==> src/rtl/aes_core_arbiter_pkg.sv <==
// Shared widths, FSM encoding and default timing for the AES core arbiter.
// Latency: n/a (declarations only).
// Backpressure: n/a.
package aes_core_arbiter_pkg;

  localparam int AES_W            = 128;
  localparam int DEF_CORE_LATENCY = 11;
  localparam int DEF_CNT_W        = 8;

  typedef logic [AES_W-1:0] aes_blk_t;

  typedef enum logic [1:0] {
    ST_IDLE  = 2'd0,
    ST_ISSUE = 2'd1,
    ST_RUN   = 2'd2,
    ST_RESP  = 2'd3
  } arb_state_t;

endpackage

==> src/rtl/aes_core_arbiter_if.sv <==
// Request, response and core-side signal bundle of the AES core arbiter.
// Latency: n/a (wiring only).
// Backpressure: valid/ready on requests and response; core side has no flow control.
interface aes_core_arbiter_if;
  import aes_core_arbiter_pkg::*;

  logic     req0_valid;
  logic     req0_ready;
  aes_blk_t req0_plaintext;
  aes_blk_t req0_key;
  logic     req1_valid;
  logic     req1_ready;
  aes_blk_t req1_plaintext;
  aes_blk_t req1_key;
  logic     rsp_valid;
  logic     rsp_ready;
  logic     rsp_id;
  aes_blk_t rsp_data;
  logic     core_start;
  logic     core_en;
  aes_blk_t core_plaintext;
  aes_blk_t core_key;
  aes_blk_t core_cyphertext;
  logic     busy;

  // Arbiter side.
  modport slave (
    input  req0_valid, req0_plaintext, req0_key,
    input  req1_valid, req1_plaintext, req1_key,
    input  rsp_ready, core_cyphertext,
    output req0_ready, req1_ready, rsp_valid, rsp_id, rsp_data,
    output core_start, core_en, core_plaintext, core_key, busy
  );

  // Client and core side.
  modport master (
    output req0_valid, req0_plaintext, req0_key,
    output req1_valid, req1_plaintext, req1_key,
    output rsp_ready, core_cyphertext,
    input  req0_ready, req1_ready, rsp_valid, rsp_id, rsp_data,
    input  core_start, core_en, core_plaintext, core_key, busy
  );

endinterface

==> src/rtl/aes_core_arbiter_rr_arb2.sv <==
// Two-way round-robin grant: under contention the requester not granted last time wins.
// Latency: combinational.
// Backpressure: none; the caller decides when the grant is consumed.
module aes_core_arbiter_rr_arb2 (
  input  logic valid0_i,
  input  logic valid1_i,
  input  logic last_grant_i,
  output logic gnt_vld_o,
  output logic gnt_id_o
);

  // Pick the winner; a lone requester always wins regardless of history.
  always_comb begin
    gnt_vld_o = valid0_i | valid1_i;
    gnt_id_o  = 1'b0;
    if (valid0_i && valid1_i) begin
      gnt_id_o = ~last_grant_i;
    end else if (valid1_i) begin
      gnt_id_o = 1'b1;
    end
  end

endmodule

==> src/rtl/aes_core_arbiter.sv <==
// Shares one fixed-latency AES-128 core between two requesters with round-robin grant.
// Latency: accept edge T -> core_start in cycle T -> rsp_valid from edge T+CORE_LATENCY+1.
// Backpressure: one job in flight; both requesters see ready=0 until the response is taken.
module aes_core_arbiter
  import aes_core_arbiter_pkg::*;
#(
  parameter int CORE_LATENCY = DEF_CORE_LATENCY,
  parameter int CNT_W        = DEF_CNT_W
) (
  input  logic              clk,
  input  logic              reset_n,
  aes_core_arbiter_if.slave bus
);

  // The core has no done flag, so the result is trusted on the cycle the
  // counter reaches its last value after start.
  localparam logic [CNT_W-1:0] CNT_LAST = CNT_W'(CORE_LATENCY - 1);
  localparam logic [CNT_W-1:0] CNT_ONE  = CNT_W'(1);

  arb_state_t       state_q, state_d;
  logic [CNT_W-1:0] cnt_q, cnt_d;
  logic             last_grant_q, last_grant_d;
  aes_blk_t         pt_q, pt_d;
  aes_blk_t         key_q, key_d;
  aes_blk_t         data_q, data_d;
  logic             id_q, id_d;

  logic gnt_vld;
  logic gnt_id;
  logic accept;
  logic start;
  logic en;
  logic rsp_vld;

  aes_core_arbiter_rr_arb2 u_arb (
    .valid0_i     (bus.req0_valid),
    .valid1_i     (bus.req1_valid),
    .last_grant_i (last_grant_q),
    .gnt_vld_o    (gnt_vld),
    .gnt_id_o     (gnt_id)
  );

  // Next-state and per-state outputs; ready is masked while reset is held so
  // no requester believes a job was taken that the registers never latched.
  always_comb begin
    state_d      = state_q;
    cnt_d        = cnt_q;
    last_grant_d = last_grant_q;
    pt_d         = pt_q;
    key_d        = key_q;
    data_d       = data_q;
    id_d         = id_q;
    accept       = 1'b0;
    start        = 1'b0;
    en           = 1'b0;
    rsp_vld      = 1'b0;
    case (state_q)
      ST_IDLE: begin
        if (gnt_vld && reset_n) begin
          accept       = 1'b1;
          pt_d         = gnt_id ? bus.req1_plaintext : bus.req0_plaintext;
          key_d        = gnt_id ? bus.req1_key       : bus.req0_key;
          id_d         = gnt_id;
          last_grant_d = gnt_id;
          state_d      = ST_ISSUE;
        end
      end
      ST_ISSUE: begin
        start   = 1'b1;
        en      = 1'b1;
        cnt_d   = '0;
        state_d = ST_RUN;
      end
      ST_RUN: begin
        en    = 1'b1;
        cnt_d = cnt_q + CNT_ONE;
        if (cnt_q == CNT_LAST) begin
          data_d  = bus.core_cyphertext;
          state_d = ST_RESP;
        end
      end
      ST_RESP: begin
        rsp_vld = 1'b1;
        if (bus.rsp_ready) begin
          state_d = ST_IDLE;
        end
      end
      default: begin
        state_d = ST_IDLE;
      end
    endcase
  end

  // State, operand, result and fairness registers; reset discards any job in flight.
  always_ff @(posedge clk or negedge reset_n) begin
    if (!reset_n) begin
      state_q      <= ST_IDLE;
      cnt_q        <= '0;
      last_grant_q <= 1'b1;
      pt_q         <= '0;
      key_q        <= '0;
      data_q       <= '0;
      id_q         <= 1'b0;
    end else begin
      state_q      <= state_d;
      cnt_q        <= cnt_d;
      last_grant_q <= last_grant_d;
      pt_q         <= pt_d;
      key_q        <= key_d;
      data_q       <= data_d;
      id_q         <= id_d;
    end
  end

  assign bus.req0_ready     = accept & ~gnt_id;
  assign bus.req1_ready     = accept &  gnt_id;
  assign bus.rsp_valid      = rsp_vld;
  assign bus.rsp_id         = id_q;
  assign bus.rsp_data       = data_q;
  assign bus.core_start     = start;
  assign bus.core_en        = en;
  assign bus.core_plaintext = pt_q;
  assign bus.core_key       = key_q;
  assign bus.busy           = (state_q != ST_IDLE);

endmodule

==> src/flat_wrapper.sv <==
// flat-port wrapper written by rule: the top's interface ports become plain ports
module aes_core_arbiter_flat import aes_core_arbiter_pkg::*;
#(
  parameter int CORE_LATENCY = DEF_CORE_LATENCY,
  parameter int CNT_W        = DEF_CNT_W
)
  (clk, reset_n, bus_req0_valid, bus_req0_plaintext, bus_req0_key, bus_req1_valid, bus_req1_plaintext, bus_req1_key, bus_rsp_ready, bus_core_cyphertext, bus_req0_ready, bus_req1_ready, bus_rsp_valid, bus_rsp_id, bus_rsp_data, bus_core_start, bus_core_en, bus_core_plaintext, bus_core_key, bus_busy);
  aes_core_arbiter_if bus_i ();
  input  logic clk;
  input  logic reset_n;
  input wire logic [$bits(bus_i.req0_valid)-1:0] bus_req0_valid;
  input wire logic [$bits(bus_i.req0_plaintext)-1:0] bus_req0_plaintext;
  input wire logic [$bits(bus_i.req0_key)-1:0] bus_req0_key;
  input wire logic [$bits(bus_i.req1_valid)-1:0] bus_req1_valid;
  input wire logic [$bits(bus_i.req1_plaintext)-1:0] bus_req1_plaintext;
  input wire logic [$bits(bus_i.req1_key)-1:0] bus_req1_key;
  input wire logic [$bits(bus_i.rsp_ready)-1:0] bus_rsp_ready;
  input wire logic [$bits(bus_i.core_cyphertext)-1:0] bus_core_cyphertext;
  output wire logic [$bits(bus_i.req0_ready)-1:0] bus_req0_ready;
  output wire logic [$bits(bus_i.req1_ready)-1:0] bus_req1_ready;
  output wire logic [$bits(bus_i.rsp_valid)-1:0] bus_rsp_valid;
  output wire logic [$bits(bus_i.rsp_id)-1:0] bus_rsp_id;
  output wire logic [$bits(bus_i.rsp_data)-1:0] bus_rsp_data;
  output wire logic [$bits(bus_i.core_start)-1:0] bus_core_start;
  output wire logic [$bits(bus_i.core_en)-1:0] bus_core_en;
  output wire logic [$bits(bus_i.core_plaintext)-1:0] bus_core_plaintext;
  output wire logic [$bits(bus_i.core_key)-1:0] bus_core_key;
  output wire logic [$bits(bus_i.busy)-1:0] bus_busy;
  assign bus_i.req0_valid = bus_req0_valid;
  assign bus_i.req0_plaintext = bus_req0_plaintext;
  assign bus_i.req0_key = bus_req0_key;
  assign bus_i.req1_valid = bus_req1_valid;
  assign bus_i.req1_plaintext = bus_req1_plaintext;
  assign bus_i.req1_key = bus_req1_key;
  assign bus_i.rsp_ready = bus_rsp_ready;
  assign bus_i.core_cyphertext = bus_core_cyphertext;
  assign bus_req0_ready = bus_i.req0_ready;
  assign bus_req1_ready = bus_i.req1_ready;
  assign bus_rsp_valid = bus_i.rsp_valid;
  assign bus_rsp_id = bus_i.rsp_id;
  assign bus_rsp_data = bus_i.rsp_data;
  assign bus_core_start = bus_i.core_start;
  assign bus_core_en = bus_i.core_en;
  assign bus_core_plaintext = bus_i.core_plaintext;
  assign bus_core_key = bus_i.core_key;
  assign bus_busy = bus_i.busy;
  aes_core_arbiter #(.CORE_LATENCY(CORE_LATENCY), .CNT_W(CNT_W)) u_core (.clk(clk), .reset_n(reset_n), .bus(bus_i));
endmodule
==> config.mk <==
export PLATFORM = sky130hd
export DESIGN_NAME = aes_core_arbiter_flat
export DESIGN_NICKNAME = d
export VERILOG_FILES = /design/src/rtl/aes_core_arbiter_pkg.sv /design/src/rtl/aes_core_arbiter_if.sv /design/src/rtl/aes_core_arbiter_rr_arb2.sv /design/src/rtl/aes_core_arbiter.sv /design/src/flat_wrapper.sv
export SDC_FILE = /design/constraint.sdc
export NUM_CORES = 1
export LEC_CHECK = 0
export CORE_AREA = 8 8 394 396
export CTS_BUF_LIST = sky130_fd_sc_hd__clkbuf_4 sky130_fd_sc_hd__clkbuf_8
export DETAILED_ROUTE_END_ITERATION = 12
export DIE_AREA = 0 0 402 404
export GPL_ROUTABILITY_DRIVEN = 0
export PLACE_DENSITY = 0.4
export SYNTH_ARGS = -nofsm -noshare
export SYNTH_HDL_FRONTEND = slang
export SYNTH_SLANG_ARGS = --single-unit
export TNS_END_PERCENT = 10
==> constraint.sdc <==
create_clock -name clk -period 2.7 [get_ports clk]
set_clock_uncertainty 0.2 [all_clocks]
set_input_delay 0.54 -clock clk [delete_from_list [all_inputs] [get_ports clk]]
set_output_delay 0.54 -clock clk [all_outputs]
set_load 0.005 [all_outputs]
# Word level (Yosys, flattened, before mapping)
# Index checks and enable logic that the tools add are counted.
[classes]
n_addsub = 1
multipliers = 0
n_div = 0
magnitude_cmp = 0
eq_ne = 7
n_shift = 0
n_mux = 14
n_bitwise = 5
reduce_logical = 9
[op_table]
columns = ["operator", "n"]
rows = [
  ["128-bit 2-to-1 mux", 2],
  ["8-bit case mux with 2 select lines", 1],
  ["8-bit by 1-bit adder with 8-bit output, second input constant", 1],
  ["8-bit by 4-bit equality test with 1-bit output, second input constant", 1],
  ["2-bit case mux with 4 select lines", 1],
  ["1-bit 2-to-1 mux", 7],
  ["2-bit 2-to-1 mux", 3],
  ["2-bit equality test, second input constant", 2],
  ["2-bit by 1-bit != test with 1-bit output, second input constant", 2],
  ["2-bit AND reduction", 2],
  ["2-bit nonzero test", 2],
  ["3-bit AND reduction", 1],
  ["1-bit bitwise AND", 2],
  ["2-bit by 1-bit equality test with 1-bit output, second input constant", 1],
  ["1-bit logical AND", 2],
  ["2-bit logical NOT", 1],
  ["2-bit != test, second input constant", 1],
  ["1-bit inverter", 2],
  ["2-bit OR reduction", 1],
  ["1-bit OR", 1],
]
[word_totals]
ff_bits = 396
latch_bits = 0
ram_bits = 0
rom_bits = 0
input_bits = 645
out_inout_bits = 391
word_cells = 43
n_memories = 0

# Longest topological paths before layout
# Gate-level depths: netlist (run 1).
[logic_depth]
depth_word = 5
mapped_depth = 8
depth_no_buf = 6

# Modules after synthesis
# A second synthesis (run 1) with hierarchy kept.
[hier_totals]
cells_unflattened = 1461
area_unflattened_um2 = 17102.7
[by_module_without_submodules]
columns = ["module", "instances", "cells_each", "area_per_inst_um2"]
rows = [
  ["aes_core_arbiter", 1, 1459, 17088.9],
  ["aes_core_arbiter_rr_arb2", 1, 2, 13.8],
]

# Worst setup path before layout (run 1)
# Ideal clock, no wire load.
[synth_path]
kind = "register to output"
startpoint = "reg u_core.state_q[0]"
endpoint = "out bus_req1_ready"
arrival_ns = 1.301
t_required_ns = 1.960
slack_ns = 0.659
path_stages_with_launch = 6
cell_sequence = "dfrtp_1 inv_1 ha_1 nand3_1 a21oi_1 clkbuf_1"
[synth_between]
elab_chain_len = 3
[synth_lines]
columns = ["element", "line", "rtl"]
rows = [
  ["start, declared", "aes_core_arbiter.sv:20", "arb_state_t state_q, state_d;"],
  ["start signal, assigned", "aes_core_arbiter.sv:105", "state_q <= state_d;"],
  ["2-bit logical NOT", "aes_core_arbiter.sv:57", "case (state_q)"],
  ["1-bit 2-to-1 mux", "aes_core_arbiter.sv:57", ""],
  ["1-bit bitwise AND", "aes_core_arbiter.sv:116", "assign bus.req1_ready = accept & gnt_id;"],
  ["end, declared", "flat_wrapper.sv:20", "output wire logic [$bits(bus_i.req1_ready)-1:0] bus_req1_ready;"],
]
# No other way between the ends.

# Worst setup path after layout (run 1)
[layout_path]
startpoint = "reg u_core.state_q[0]"
endpoint = "out bus_core_start"
[layout_between]
elab_chain_len = 2
[layout_lines]
columns = ["element", "line", "rtl"]
rows = [
  ["2-bit by 1-bit equality test with 1-bit output", "aes_core_arbiter.sv:57", ""],
  ["1-bit 2-to-1 mux", "aes_core_arbiter.sv:57", ""],
  ["end, declared", "flat_wrapper.sv:24", "output wire logic [$bits(bus_i.core_start)-1:0] bus_core_start;"],
]
# No other way between the ends.

==> reports/results.txt, run 1 <==
outcome = finished, final reports clean
syn avg cell area = 13.2 µm²
Least-Margin Pin Slew = 873 ps
RSZ-0062 raised after global routing = true
clock tree buffer depth = 3
total power = 25800 µW
CTS tree = yes
pin count of the biggest net entering global routing = 125
largest family of logic cells by synthesized area = compound AO/OA/AOI/OAI gates
max-slew violation count = 0
Hold Path Class = input port to register
clock sinks = 396
CTS HTree Levels = 3
hold path depth = 4
Nets = 2943
core area = 149000 µm²
Final ANT Viol Nets = 0
critical path data arrival time = 1820 ps
DR WL/cell = 29.1 µm
Worst setup SP type = register
cell area power density = 841 nW/µm²
commonest non-fill, non-tap cell in the layout = clkdlybuf4s50_1
worst skew pair latency = 720 ps
area grow syn2layout = 93.6%
post-synthesis adder-cell area fraction = 0.553%
synthesized net count = 1850
grt ovf = 0
die height = 404 µm
Initial Util = 10.6%
DR iter-0 viols = 1946
Highest Clock Rate = 391 MHz
vias in the first global route = 16400
TritonCTS buffer count = 84
WL final = 125000 µm
Crit Path Category = register to output port
num ports = 1036
multi-input combinational cell area = 4410 µm²
Synth Area in Compound Gates = 17.0%
initial antenna violation count = 114
Worst slew margin = 41.8%
mapped cell area = 15800 µm²
Std-Cell Rows = 142
PortBufs = 1035
Fin. Hold Viols = 0
Seq/Total Area, Yosys = 62.6%
Total Die Area = 162000 µm²
1st-pass router iterations = 10
vias post-DR = 16100
Root Buffer = clkbuf_8
die width = 402 µm
yosys warns = 0
share of layout cells above drive strength 1 = 15.1%
CP Data Required Time = 1960 ps
global-route usage over all layers = 14.6%
period utilisation layout = 94.8%
Max Fanout on Critical Path = 3
number of fill cells in the layout = 16200
synthesis-stage register bit count = 396
worst r2r path cells = 7
Synth Area in Simple Gates = 0.814%
post-synthesis xor/xnor area fraction = 0.0553%
Gate Count Post-Synth = 1198
# setup viols final = 0
Max VDD drop = 0.000432 V
Sum Neg Setup Slack = 0 ps
Synth cell types = 32
MaxCap Viol Count = 0
DRC Markers = 0
Storage cell area = 9910 µm²
Lkg Pwr = 0.0133 µW
HPWL Detailed = 104000 µm
Tmin final = 2560 ps
CP Capture Type = output port
post-synthesis mux area share = 9.24%
first-pass GRT wire length = 162000 µm
vias per std cell = 3.73
most frequent cells in the layout = 1024 x clkdlybuf4s50_1, 392 x dfrtp_1, 263 x inv_1
clk slew on worst S/H paths = 50 ps
-- per-stage QoR --
stage | instance area [µm²] | util [%] | cells | hold WS, ps | setup slack [ps]
3_5_place_dp | 28800 | 19.4 | 4141 | 292 | 31.7
5_1_grt | 30600 | 20.6 | 4290 | 94.8 | -48.4
4_1_cts | 30600 | 20.5 | 4284 | 39.6 | -145
3_3_place_gp | 28800 | 19.4 | 4141 | 286 | 40.3
6_report | 30600 | 20.6 | 4303 | 185 | 140
2_1_floorplan | 15800 | - | 1198 | 44.4 | 659
-- what timing repair did --
action | in CTS | in global routing
hold endpoints to repair | 44 | 0
buffers inserted | 4 | 3
endpoints found under the setup margin | 13 | 3
gates resized for setup | 21 | 4
pin swaps | 0 | 1
hold buffers | 1 | 0
-- synth_stat cells --
master | count | area, µm²
nand3b_1 | 1 | 7.51
dfrtp_1 | 395 | 9880
nor4b_2 | 1 | 15.0
nand2_1 | 5 | 18.8
o211ai_1 | 1 | 7.51
nor2_1 | 3 | 11.3
a22o_1 | 2 | 17.5
a31oi_1 | 1 | 6.26
o31ai_1 | 1 | 7.51
or3_1 | 1 | 6.26
a222oi_1 | 256 | 2560
nand4_1 | 1 | 6.26
dfstp_2 | 1 | 26.3
and3_1 | 1 | 6.26
a21oi_2 | 1 | 8.76
o21ai_0 | 6 | 30.0
clkbuf_1 | 19 | 71.3
buf_4 | 1 | 7.51
mux2i_1 | 1 | 10.0
a21oi_1 | 5 | 25.0
nor2b_1 | 2 | 12.5
buf_2 | 64 | 320
nand3_1 | 7 | 35.0
nor3_1 | 2 | 10.0
buf_6 | 12 | 135
ha_1 | 7 | 87.6
buf_1 | 4 | 15.0
a21o_1 | 1 | 7.51
inv_1 | 265 | 995
xnor2_1 | 1 | 8.76
o32a_1 | 1 | 10.0
mux2_2 | 129 | 1450
-- sequential cells by signal, indices dropped and copies added (netlist names) --
register,count
u_core.bus.core_key,128
u_core.bus.core_plaintext,128
u_core.bus.rsp_data,128
u_core.cnt_q,8
u_core.state_q,2
u_core.bus.rsp_id,1
u_core.last_grant_q,1
-- layer usage --
layer  global-route usage, %  part of all wire, %  up-vias  wire (µm)
met1                    18.0                   41     8095      51300
li1                        -                    -     6727          -
met5                       0                 0.10        -        126
met4                    2.58                  2.1       22       2690
met2                    24.6                   48      933      59900
met3                    5.29                  8.9      275      11100
-- final timing paths --
path	start	slack (ps)	end
max	u_core.state_q[0]	140	bus_core_start
max reg2reg	u_core.cnt_q[0]	450	u_core.bus.rsp_data[17]
max in group asynchronous	reset_n	590	u_core.bus.core_key[4]
min reg2reg	u_core.bus.rsp_data[24]	300	u_core.bus.rsp_data[24]
min	reset_n	190	u_core.state_q[0]
min in group asynchronous	reset_n	480	u_core.bus.core_plaintext[113]
-- cell type report --
cell class,count,share of cell area [%]
multi-input combinational,437,14.4
clock inverter,11,0.368
inverter,265,3.25
timing repair buffer,1107,36.4
antenna,16,0.131
tap,1944,7.94
clock buffer,127,5.19
sequential,396,32.4
-- worst max-delay path: stages (launching register included) --
cell and delay, ps:
dfrtp_1 400, buf_4 150, ha_1 180, dlygate4sd2_1 370
-- report_power, final --
part | internal [µW] | switching, µW | total (µW)
clock network | 3830 | 3000 | 6830
logic | 5880 | 3950 | 9830
registers | 7820 | 1290 | 9110
total | 17500 | 8250 | 25800
-- kinds of logic (layout without fill, tap and decap cells) --
family                   Yosys count  in the layout
multiplexers                     130            130
AND/OR/NAND/NOR                   24             24
flip-flops                       396            396
other                              0             16
adder cells (fa/ha/maj)            7              7
AO/OA/AOI/OAI                    275            275
XOR/XNOR                           1              1
buffers and inverters            365           1510
No activity file was read; power rests on OpenSTA's default activity.
==> run 2: changes to the inputs <==
CORE_AREA = 8 8 402 404   (was 8 8 394 396)
DIE_AREA = 0 0 410 412   (was 0 0 402 404)
PLACE_DENSITY = 0.39   (was 0.4)
clock period = 3.1 ns   (was 2.7 ns; I/O delays follow)
==> run 2 against run 1 <==
- via count fell by 1.7%
- non-clock buffer count fell by 31
- sequential share of layout area down 0.11 points
==> reports/results.txt, run 2 (synthesized netlist as in run 1, its figures left out) <==
Total Die Area = 169000 µm² (+4.0%)
vias post-DR = 15800 (-1.7%)
Nets = 2913 (-1.0%)
Initial Util = 10.2% (-0.43 points)
PortBufs = 1035 (unchanged)
max-slew violation count = 0 (unchanged)
Max VDD drop = 0.000339 V (-21%)
share of layout cells above drive strength 1 = 14.0% (-1.1 points)
vias per std cell = 3.59 (-3.7%)
pin count of the biggest net entering global routing = 116 (-7.2%)
Worst slew margin = 29.8% (-12 points)
Sum Neg Setup Slack = 0 ps (unchanged)
die width = 410 µm (+2.0%)
Crit Path Category = input port to output port
Final Core Density = 19.8% (-0.77 points)
critical path data arrival time = 1990 ps (+170 ps)
most frequent cells in the layout = 1029 x clkdlybuf4s50_1, 395 x dfrtp_1, 263 x inv_1
CP Data Required Time = 2280 ps (+320 ps)
DR iter-0 viols = 2140 (+10%)
1st-pass router iterations = 9 (-1)
first-pass GRT wire length = 162000 µm (-0.11%)
Hold Path Class = input port to register
routed length on met2 = 59300 µm (-0.92%)
clock sinks = 396 (unchanged)
Final ANT Viol Nets = 0 (unchanged)
Cell Count Post-Placement = 4230 (+2.1%)
die height = 412 µm (+2.0%)
area grow syn2layout = 94.2%
Highest Clock Rate = 356 MHz
TritonCTS buffer count = 85 (+1.2%)
clock tree buffer depth = 3 (unchanged)
DRC Markers = 0 (unchanged)
CP Capture Type = output port
core area = 155000 µm² (+4.2%)
grt ovf = 0 (unchanged)
CP peak stage delay = 600 ps (+200 ps)
CP cell instances = dlygate4sd3_1, buf_8, nand3_1, a21oi_4, dlygate4sd2_1
MaxCap Viol Count = 0 (unchanged)
global-route usage over all layers = 14.1% (-0.49 points)
Non-Filler Instances = 4392 (+2.1%)
RSZ-0062 raised after global routing = false
CTS HTree Levels = 3 (unchanged)
DR WL/cell = 28.7 µm (-1.4%)
commonest non-fill, non-tap cell in the layout = clkdlybuf4s50_1
period utilisation layout = 90.7%
Lkg Pwr = 0.0132 µW (-0.43%)
Least-Margin Pin Slew = 1050 ps (+180 ps)
worst skew pair latency = 750 ps (+30 ps)
Tmin final = 2810 ps
met1 wire length = 51200 µm (-0.17%)
clk slew on worst S/H paths = 60 ps (about the same)
met3 routed WL = 12500 µm (+12%)
highest metal used = met5
Max Fanout on Critical Path = 5 (+2)
Root Buffer = clkbuf_8
cell area power density = 747 nW/µm² (-11%)
Design Area, Final = 30700 µm² (+0.30%)
Worst setup SP type = input port
initial antenna violation count = 106 (-7.0%)
dpl cell area = 28800 µm² (-0.24%)
number of fill cells in the layout = 17100 (+5.1%)
outcome = finished, final reports clean
Fin. Hold Viols = 0 (unchanged)
HPWL Detailed = 104000 µm (-0.45%)
CTS tree = yes
WL final = 126000 µm (+0.63%)
Std-Cell Rows = 145 (+2.1%)
# setup viols final = 0 (unchanged)
vias in the first global route = 16200 (-0.93%)
num ports = 1036 (unchanged)
Critical-path top delay cell = dlygate4sd3_1
-- run 2: changes by cell type in the layout (fill, tap and decap cells not counted), sizes merged --
| cell | change |
|---|---|
| diode | -4 |
| bufinv | +4 |
| clkdlybuf4s50 | +5 |
| dlygate4sd2 | -2 |
| buf | -32 |
| clkinvlp | -2 |
| clkdlybuf4s15 | -1 |
| clkinv | -2 |
| clkbuf | +9 |
-- run 2: power by group --
group / total, µW / switching [µW] / internal, µW
Combinational: 8360 / 3350 / 5010
Clock: 6630 / 2730 / 3900
Sequential: 7960 / 1160 / 6800
Total: 23000 / 7240 / 15700
-- run 2: worst paths after layout --
kind | from | end | slack (ps) | cells after the start
max | reset_n | bus_req1_ready | 290 | 5
min | bus_req1_key[121] | u_core.bus.core_key[121] | 250 | 3
max reg2reg | u_core.cnt_q[0] | u_core.bus.rsp_data[65] | 710 | 7
min reg2reg | u_core.bus.core_plaintext[50] | u_core.bus.core_plaintext[50] | 300 | 2
max in group asynchronous | reset_n | u_core.cnt_q[4] | 1140 | 4
min in group asynchronous | reset_n | u_core.bus.rsp_data[106] | 350 | 3
-- run 2: through the flow --
| step | power (µW) | setup slack (ps) | hold slack [ps] |
|---|---|---|---|
| detailed placement | 16500 | 123 | 292 |
| CTS | 23500 | 111 | 75.6 |
| global route | 24400 | 97.0 | 172 |
| finish | 23000 | 288 | 254 |
| floorplan | 10500 | 979 | 124 |
| global placement | 16500 | 94.4 | 285 |
-- run 2: layout make-up --
class                      count  area (µm²)  area share [%]
inverter                     265         995            3.24
clock inverter                11         213           0.692
antenna                       12        30.0          0.0977
tap                         2058        2570            8.38
multi-input combinational    437        4400            14.3
sequential                   396        9910            32.3
timing repair buffer        1076       10900            35.5
clock buffer                 137        1710            5.57
-- run 2: repair_timing --
item / 4_1_cts / 5_1_grt
endpoints found under the setup margin: 5 / 0
endpoints found under the hold margin: 37 / 0
hold buffers: 1 / 0
resized for setup: 9 / 0
buffers inserted: 1 / 0
-- run 2: critical path: cells and delay by family --
kind,cells,cell delay [ps]
AOI/OAI and AO/OA,1,170
buffers and inverters,3,1050
and+or+nand+nor,1,130
-- run 2: metal layers --
layer / GRT usage [%] / up-vias
li1: - / 6671
met1: 17.3 / 7897
met5: 0 / -
met2: 23.1 / 909
met4: 3.19 / 28
met3: 5.72 / 275
==> run 3: changes to the inputs <==
CTS_CLUSTER_SIZE = 16   (was unset)
PLACE_DENSITY = unset   (was 0.39)
PLACE_DENSITY_LB_ADDON = 0.08   (was unset)
==> run 3 against run 2 <==
- combinational power up 2%
- clock power up 3%
- utilization rose by 0.15 points
- sequential cell count is the same
- non-clock buffer count rose by 7
- critical path depth unchanged
- setup slack got worse by 25 ps
- register-to-register slack got worse by 40 ps
- global-route usage is 2.4 points lower
- via count fell by 2.3%
==> reports/results.txt, run 3 (synthesized netlist as in run 1, its figures left out) <==
outcome = finished, final reports clean
TritonCTS buffer count = 94 (+11%)
HPWL Detailed = 80300 µm (-23%)
Top delay family on crit path = flip-flops
max-slew violation count = 0 (unchanged)
Least-Margin Pin Slew = 930 ps (-123 ps)
clock tree buffer depth = 3 (unchanged)
Worst setup SP type = register
grt ovf = 0 (unchanged)
Std-Cell Rows = 145 (unchanged)
Crit Path Category = register to output port
Worst slew margin = 38.0% (+8.2 points)
worst skew pair latency = 710 ps (-40 ps)
GR Util met2 = 21.7% (-1.4 points)
CP Capture Type = output port
Hold Path Class = input port to register
Initial Util = 10.2% (unchanged)
area grow syn2layout = 95.6%
Max VDD drop = 0.000290 V (-14%)
vias per std cell = 3.48 (-3.1%)
commonest non-fill, non-tap cell in the layout = clkdlybuf4s50_1
DR iter-0 viols = 1396 (-35%)
die width = 410 µm (unchanged)
dpl ws = 130 ps (+6.81 ps)
Design Area, Final = 31000 µm² (+0.73%)
cell area power density = 748 nW/µm² (+0.21%)
Fin. Hold Viols = 0 (unchanged)
Highest Clock Rate = 353 MHz (-0.88%)
Max Fanout on Critical Path = 5 (unchanged)
Tmin final = 2840 ps (+24.9 ps)
Total Die Area = 169000 µm² (unchanged)
critical path data arrival time = 2020 ps (+30 ps)
vias in the first global route = 17200 (+5.8%)
1st-pass router iterations = 9 (unchanged)
CP peak stage delay = 420 ps (-180 ps)
share of layout cells above drive strength 1 = 15.1% (+1.1 points)
num ports = 1036 (unchanged)
PortBufs = 1035 (unchanged)
DR WL/cell = 23.5 µm (-18%)
DRC Markers = 0 (unchanged)
most frequent cells in the layout = 1031 x clkdlybuf4s50_1, 395 x dfrtp_1, 263 x inv_1
GR peak layer = met2
period utilisation layout = 91.5% (+0.80 points)
CTS tree = yes
CP cell instances = inv_2, ha_4, nand3_1, a21oi_4, dlygate4sd2_1
number of fill cells in the layout = 16900 (-0.83%)
CP Data Required Time = 2280 ps (about the same)
Sum Neg Setup Slack = 0 ps (unchanged)
MaxCap Viol Count = 0 (unchanged)
GR Util met3 = 5.44% (-0.29 points)
met1 GRT Util = 11.3% (-6.0 points)
Nets = 2929 (+0.55%)
post-route setup slack = 263 ps (-24.9 ps)
CTS HTree Levels = 3 (unchanged)
global-route usage over all layers = 11.7% (-2.4 points)
dpl cell area = 28800 µm² (+0.27%)
Critical-path top delay cell = dfrtp_1
Lkg Pwr = 0.0133 µW (+0.85%)
first-pass GRT wire length = 141000 µm (-13%)
Root Buffer = clkbuf_8
pin count of the biggest net entering global routing = 138 (+19%)
RSZ-0062 raised after global routing = false
Final ANT Viol Nets = 0 (unchanged)
# setup viols final = 0 (unchanged)
Critical path buffers and inverters = 2 (-1)
clk slew on worst S/H paths = 60 ps (about the same)
WL final = 104000 µm (-17%)
clock sinks = 396 (unchanged)
vias post-DR = 15400 (-2.3%)
initial antenna violation count = 38 (-64%)
core area = 155000 µm² (unchanged)
die height = 412 µm (unchanged)
## run 3: cell count changes in the layout (fill, tap and decap cells not counted), sizes merged
cell	delta
clkinv	+3
clkinvlp	+3
buf	+7
clkdlybuf4s50	+2
dlygate4sd2	-2
clkbuf	+20
bufinv	-3
diode	+6
## run 3: what timing repair did
item / CTS / global route
resized for setup: 7 / 0
setup buffers: 1 / 0
endpoints found under the setup margin: 3 / 0
endpoints found under the hold margin: 101 / 0
hold buffers: 1 / 0
## run 3: tightest hold or removal path: stages
cell and delay (ps):
clkdlybuf4s50_1 450, a222oi_1 60, inv_1 50
## run 3: path summary, 6_finish.rpt
check,to,start,slack (ps),depth (start not counted)
max,bus_req1_ready,u_core.state_q[0],260,5
min,u_core.bus.core_plaintext[110],bus_req1_plaintext[110],280,3
max reg2reg,u_core.bus.core_key[125],u_core.state_q[0],670,9
min reg2reg,u_core.bus.core_plaintext[65],u_core.bus.core_plaintext[65],300,2
max in group asynchronous,u_core.bus.core_plaintext[107],reset_n,980,4
min in group asynchronous,u_core.bus.core_key[122],reset_n,370,3
## run 3: report_power, final
part           internal [µW]  switching (µW)  total [µW]
logic                   5050            3480        8530
clock network           4000            2820        6820
registers               6810            1010        7820
total                  15900            7320       23200
## run 3: metal layers
metal  routed length, µm  up-vias
li1                    -     6711
met1               34500     7728
met2               55600      774
met3               10500      176
met4                3430       32
met5                 214        -
## run 3: final cells by class
type,instances,area (µm²),share of cell area (%)
antenna,18,45.0,0.146
clock buffer,157,1890,6.09
clock inverter,14,168,0.542
inverter,265,995,3.21
multi-input combinational,437,4400,14.2
sequential,396,9910,32.0
tap,2058,2570,8.32
timing repair buffer,1083,11000,35.5
## run 3: per-stage QoR
| stage | power (µW) | cells | util [%] | hold WS [ps] |
|---|---|---|---|---|
| after floorplan | 10500 | 1198 | - | 124 |
| after global placement | 16700 | 4237 | 18.6 | 288 |
| after detailed placement | 16600 | 4237 | 18.6 | 291 |
| after CTS | 23900 | 4410 | 19.9 | 105 |
| after global routing | 24800 | 4425 | 20.0 | 145 |
| final | 23200 | 4428 | 20.0 | 276 |
